### src/rtl/alu_share_arbiter.sv
// alu_share_arbiter: round-robin sharing of one combinational ALU between two requesters.
// Operands are registered at grant; result and a one-cycle ack come back two clocks later.
module alu_share_arbiter #(
    parameter int WIDTH = 32
) (
    input  logic             clk,
    input  logic             reset,
    input  logic             req0,
    input  logic             req1,
    input  logic [5:0]       fun0,
    input  logic [5:0]       fun1,
    input  logic             sign0,
    input  logic             sign1,
    input  logic [WIDTH-1:0] a0,
    input  logic [WIDTH-1:0] b0,
    input  logic [WIDTH-1:0] a1,
    input  logic [WIDTH-1:0] b1,
    output logic [5:0]       alu_fun,
    output logic             alu_sign,
    output logic [WIDTH-1:0] alu_a,
    output logic [WIDTH-1:0] alu_b,
    input  logic [WIDTH-1:0] alu_s,
    output logic [WIDTH-1:0] result,
    output logic             cmp_flag,
    output logic             ack0,
    output logic             ack1,
    output logic             gnt,
    output logic             busy
);
    typedef enum logic [1:0] {IDLE, EXEC, RESP} state_t;

    state_t state, state_nxt;
    logic   prio;
    logic   grant_en;
    logic   grant_sel;

    always_ff @(posedge clk) begin
        if (reset) state <= IDLE;
        else       state <= state_nxt;
    end

    always_comb begin
        state_nxt = state;
        grant_en  = 1'b0;
        grant_sel = prio;
        case (state)
            IDLE: begin
                if (req0 || req1) begin
                    grant_en  = 1'b1;
                    // A lone requester wins outright; the pointer only breaks ties.
                    grant_sel = (req0 && req1) ? prio : req1;
                    state_nxt = EXEC;
                end
            end
            EXEC:    state_nxt = RESP;
            RESP:    state_nxt = IDLE;
            default: state_nxt = IDLE;
        endcase
    end

    always_ff @(posedge clk) begin
        if (reset) begin
            alu_fun  <= '0;
            alu_sign <= 1'b0;
            alu_a    <= '0;
            alu_b    <= '0;
            result   <= '0;
            cmp_flag <= 1'b0;
            ack0     <= 1'b0;
            ack1     <= 1'b0;
            gnt      <= 1'b0;
            busy     <= 1'b0;
            prio     <= 1'b0;
        end else begin
            if (grant_en) begin
                alu_fun  <= grant_sel ? fun1  : fun0;
                alu_sign <= grant_sel ? sign1 : sign0;
                alu_a    <= grant_sel ? a1    : a0;
                alu_b    <= grant_sel ? b1    : b0;
                gnt      <= grant_sel;
            end
            if (state == EXEC) begin
                result   <= alu_s;
                cmp_flag <= (alu_fun[5:4] == 2'b11) && alu_s[0];
            end
            ack0 <= (state == EXEC) && !gnt;
            ack1 <= (state == EXEC) && gnt;
            busy <= (state_nxt != IDLE);
            // Pointer moves only on completed service, so aborted ops leave it alone.
            if (state == RESP) prio <= ~gnt;
        end
    end
endmodule

### config.mk
export PLATFORM = sky130hd
export DESIGN_NAME = alu_share_arbiter
export DESIGN_NICKNAME = d
export VERILOG_FILES = /design/src/rtl/alu_share_arbiter.sv
export SDC_FILE = /design/constraint.sdc
export NUM_CORES = 1
export LEC_CHECK = 0
export BUFFER_PORTS_ARGS = -buffer_cell sky130_fd_sc_hd__buf_2
export CAP_MARGIN = 20
export CORE_ASPECT_RATIO = 0.9
export CORE_UTILIZATION = 39
export CTS_CLUSTER_DIAMETER = 120
export DETAILED_ROUTE_END_ITERATION = 7
export PLACE_DENSITY = 0.77
export SETUP_SLACK_MARGIN = 0.3
export SLEW_MARGIN = 20
export SYNTH_ARGS = -nofsm -noshare
export SYNTH_HDL_FRONTEND = slang
export SYNTH_SLANG_ARGS = --single-unit
export TNS_END_PERCENT = 1
### constraint.sdc
create_clock -name clk -period 1.5 [get_ports clk]
set_input_delay 0.15 -clock clk [delete_from_list [all_inputs] [get_ports clk]]
set_output_delay 0.15 -clock clk [all_outputs]
set_load 0.1 [all_outputs]
### After elaboration in Yosys (flattened, before gate mapping)

Cells that the tools add are included.

* register bits after elaboration: 111
* latch bits: 0
* memory bits (writable): 0
* bits in read-only memories: 0
* input port bits: 178
* output and inout port bits: 108
* logic and storage cells: 35
* memories kept: 0

* $add $sub $neg: 0
* $mul: 0
* div/mod/pow operators: 0
* order comparisons: 0
* eq/ne operators: 3
* shift operators: 0
* mux-type cells: 11
* bitwise logic cells: 1
* reduce and logical (&&, ||, !) cells: 8

Operator list (number)
* $mux W32: 2
* $mux W1: 6
* $mux W6: 1
* $eq A2 B2 Y1 const B: 2
* $logic_and A1 B1 Y1: 4
* $pmux W2 S2: 1
* $eq A2 B1 Y1 const B: 1
* $logic_not A2 Y1: 1
* $mux W2: 1
* $reduce_bool A2 Y1: 1
* $logic_not A1 Y1: 1
* $logic_or A1 B1 Y1: 1
* $not A1 Y1: 1

### Logic depth before layout (Yosys ltp)

* depth in word-level cells: 5
* gate-level depth with buffers: 6
* depth with buffers taken out: 4

### Worst setup path after synthesis

OpenSTA, ideal clock, no wires.

* path type: reg-to-reg
* start: register state[1]
* end: register alu_fun[5]
* setup time: 0.092 ns
* arrival time: 1.423 ns
* path slack: -0.015 ns
* cell stages (with the launch flop): 6
* cells stage by stage: dfxtp_1 > o31ai_4 > o2bb2ai_2 > clkbuf_1 > nor3_1 > nor4_1

* longest elaborated chain between the ends: 3

Ends and longest elaborated chain
* from (decl): line 32 `state_t state, state_nxt;`
* from (signal assigned): line 39 `else state <= state_nxt;`
* $logic_not A2 Y1 (*): line 46 `case (state)`
* $mux W1: line 46
* $mux W6: line 76 `alu_fun <= grant_sel ? fun1 : fun0;`
* to (signal assigned): line 76
* to (decl): line 18 `output logic [5:0] alu_fun,`

Mark *: on every way between the ends. The rest lies on a longest branch, timed or not.
A chain may end at the register's enable or synchronous reset.

### Worst setup path in the final report

* start: register state[0]
* end: register alu_a[27]

* longest elaborated chain between the ends: 3

Ends and longest elaborated chain
* $logic_not A2 Y1 (*): line 46
* $mux W1: line 46
* $mux W32: line 78 `alu_a <= grant_sel ? a1 : a0;`
* to (signal assigned): line 78
* to (decl): line 20 `output logic [WIDTH-1:0] alu_a,`

Marks and branches as above.

==> impl_metrics.ini <==
[route]
avgViaCountPerCell = 5.20
vias = 5253
ant_nets = 0
drt_first_pass_iters = 4
drt_wl_total_mm = 15.6
drt_iter0_markers = 361
wl_per_cell_um = 15.4
drcViolationCount = 0

[layout]
final_cells = 1010
mostFrequentLayoutCells = buf_2 (176), buf_4 (118), dfxtp_1 (106)
fillCellCount = 996
diodes = 0
final_area_mm2 = 0.00740
final_common_cell = buf_2
area_delta_synth_final_pct = 60.4
drive_above_1_share = 0.493
utilization = 0.645
fin_nets = 1027

[worst_setup_path]
r2r-end = alu_a[27]
rr_worst_depth = 7
crit_type = register to register
r2r_slack_ns = -0.12
critical_path.startpoint_type = register
crit_chain = nor3b_4 -> buf_4 -> o2bb2ai_4 -> buf_6 -> clkbuf_16 -> nor3_1 -> nor4_2
r2r-start = state[0]
slowest_delay_ns = 0.38
path_max_fanout = 9
critPathSlowestCell = dfxtp_4
cp_data_required_time_ns = 1.73
cp-end-kind = register
crit_arrival_ns = 1.85

[status]
status = finished, violations left
violations = setup timing

[placed_design]
dpl.cell_count = 987
dpl_cell_area_mm2 = 0.00635
gp_congestion = 0.766
portBuffers = 285
place_hpwl_mm = 10.1

[power_and_ir_drop]
seq_power_share = 0.336
switching_share = 0.452
finalPower_w = 0.0102
clkPwrFrac = 0.240
p_switching_w = 0.00460
ir_worst_vdd_v = 0.000730
p_int_w = 0.00558
power_leakage_nw = 3.21
power_frac_comb = 0.424
p_per_area_mw_per_mm2 = 1380

[global_routing]
grt_pass1_wl_mm = 22.9
grt_max_degree = 44
grt_usage = 0.234
antenna_found_initial = 0
grt_pass1_vias = 4860
grt_overflow = 0

[floorplanning]
ioPinCount = 286
die-width_um = 117
initial_utilization = 0.402
rows = 37
dieArea_mm2 = 0.0123
coreArea_mm2 = 0.0115
die_h_um = 105

[synth]
async_flop_share = 0
ys_types = 23
synth_seq_area_share = 0.482
ys_warn_count = 0
synth_area_mm2 = 0.00461
synth_edf_count = 0
ys_ff_latch = 111
synth_flop_cell = dfxtp_1
yosys.area.top_type = dfxtp_1
synth_area_leaders = dfxtp_1 (48%), nor3_1 (14%), nor4_1 (9.6%)
syn_inst = 571
synth_nets = 749
yosys.area.top_type_share = 0.482
syn_avg_cell_area_um2 = 8.08

[clock_tree]
clkTransAtPathRegs_ns = 0.08
cts_max_level = 3
cts.path.max_buffers = 2
cts.sinks = 111
holdBufCountCts = 0
cts_root_buffer = clkbuf_16
clkLatencyLatePin_ns = 0.35
cts-buffers-inserted = 9
cts_tree = yes

[sta]
fin_crit_ns = 1.62
maxSlewViolCount = 0
setup_ws_ns = -0.120
period_share = 1.08
hold_viol_final = 0
fin_skew_ns = 0.0104
tightest_slew_ns = 0.497
holdWs_ns = 0.0296
rsz0062_at_grt = yes
fmaxAchievable_mhz = 617
relSlewSlack = 0.667
setup_viol = 37

[worst_hold_path]
whs_endpoint = result[23]
min_path_cells = 3
hold_class = input pin to register
min-delay-start = alu_s[23]

[flow_run]
cap_violations = 0
[worst max-delay path, delay by kind of cell, from the launching register on]
family	cells	cell delay (ns)
compound gates	1	0.06
buf+inv	3	0.48
flops	1	0.38
simple gates	3	0.61
[state kept, by name, indices dropped and copies added, names as in the netlist]
name / count
alu_sign: 1
alu_b: 32
prio: 1
busy: 1
state: 2
alu_a: 32
result: 32
gnt: 1
ack0: 1
alu_fun: 6
ack1: 1
cmp_flag: 1
[stage by stage]
stage / worst slack, ns / setup TNS, ns
2_1_floorplan: 0.106 / 0
3_3_place_gp: 0.0137 / 0
3_5_place_dp: -0.0692 / -0.553
4_1_cts: -0.0346 / -0.143
5_1_grt: -0.180 / -6.21
6_report: -0.120 / -0.738
[synthesized netlist by cell type (2+ instances only)]
cell type	instances
clkbuf_1	37
nor4_1	71
nor2b_1	2
buf_2	10
nor3_2	17
buf_6	7
nor2_1	75
clkbuf_8	2
nor3_1	126
dfxtp_1	111
a21oi_1	35
nand2_1	67
[worst max path at each step]
stage | startpoint | end | slack, ns | cells after the start
after floorplan | state[1] | alu_a[16] | 0.11 | 5
final | state[0] | alu_a[27] | -0.12 | 7
after CTS | state[0] | alu_b[19] | -0.03 | 6
after global routing | state[0] | alu_a[27] | -0.18 | 7
after detailed placement | state[1] | alu_a[12] | -0.07 | 5
after global placement | state[1] | alu_a[21] | 0.01 | 5
[routing by layer]
layer | share of wire | up-vias | GRT usage | wire [um]
met1 | 0.40 | 2438 | 0.265 | 6280
met5 | 0 | - | 0 | 0
met2 | 0.51 | 207 | 0.411 | 7890
met3 | 0.070 | 32 | 0.0673 | 1100
li1 | - | 2576 | - | -
met4 | 0.021 | 0 | 0.0841 | 332
[timing repair]
item / in CTS / in global routing
gates cloned: 0 / 4
pin swaps: 40 / 32
endpoints found under the setup margin: 204 / 93
buffers inserted: 1 / 2
gates resized for setup: 141 / 43
[layout make-up]
cell class,instances,area (um^2),share of cell area
clock buffer,9,225,0.0304
clock inverter,7,83.8,0.0113
multi-input combinational,403,2390,0.323
sequential,111,2230,0.302
tap,156,195,0.0264
timing repair buffer,324,2280,0.308
[power groups by stage]
| stage | registers (W) | clock network (W) | logic (W) |
|---|---|---|---|
| after global placement | 0.00346 | 0 | 0.00390 |
| after global routing | 0.00346 | 0.00263 | 0.00450 |
| final | 0.00343 | 0.00244 | 0.00432 |
| after floorplan | 0.00561 | 0 | 0.000920 |
| after detailed placement | 0.00347 | 0 | 0.00392 |
| after CTS | 0.00342 | 0.00250 | 0.00415 |
[cell families after synthesis]
| logic type | share of synthesized area |
|---|---|
| AO/OA/AOI/OAI | 0.0567 |
| buffers and inverters | 0.0656 |
| flip-flops | 0.482 |
| AND/OR/NAND/NOR | 0.396 |
No activity file was read; power rests on OpenSTA's default activity.
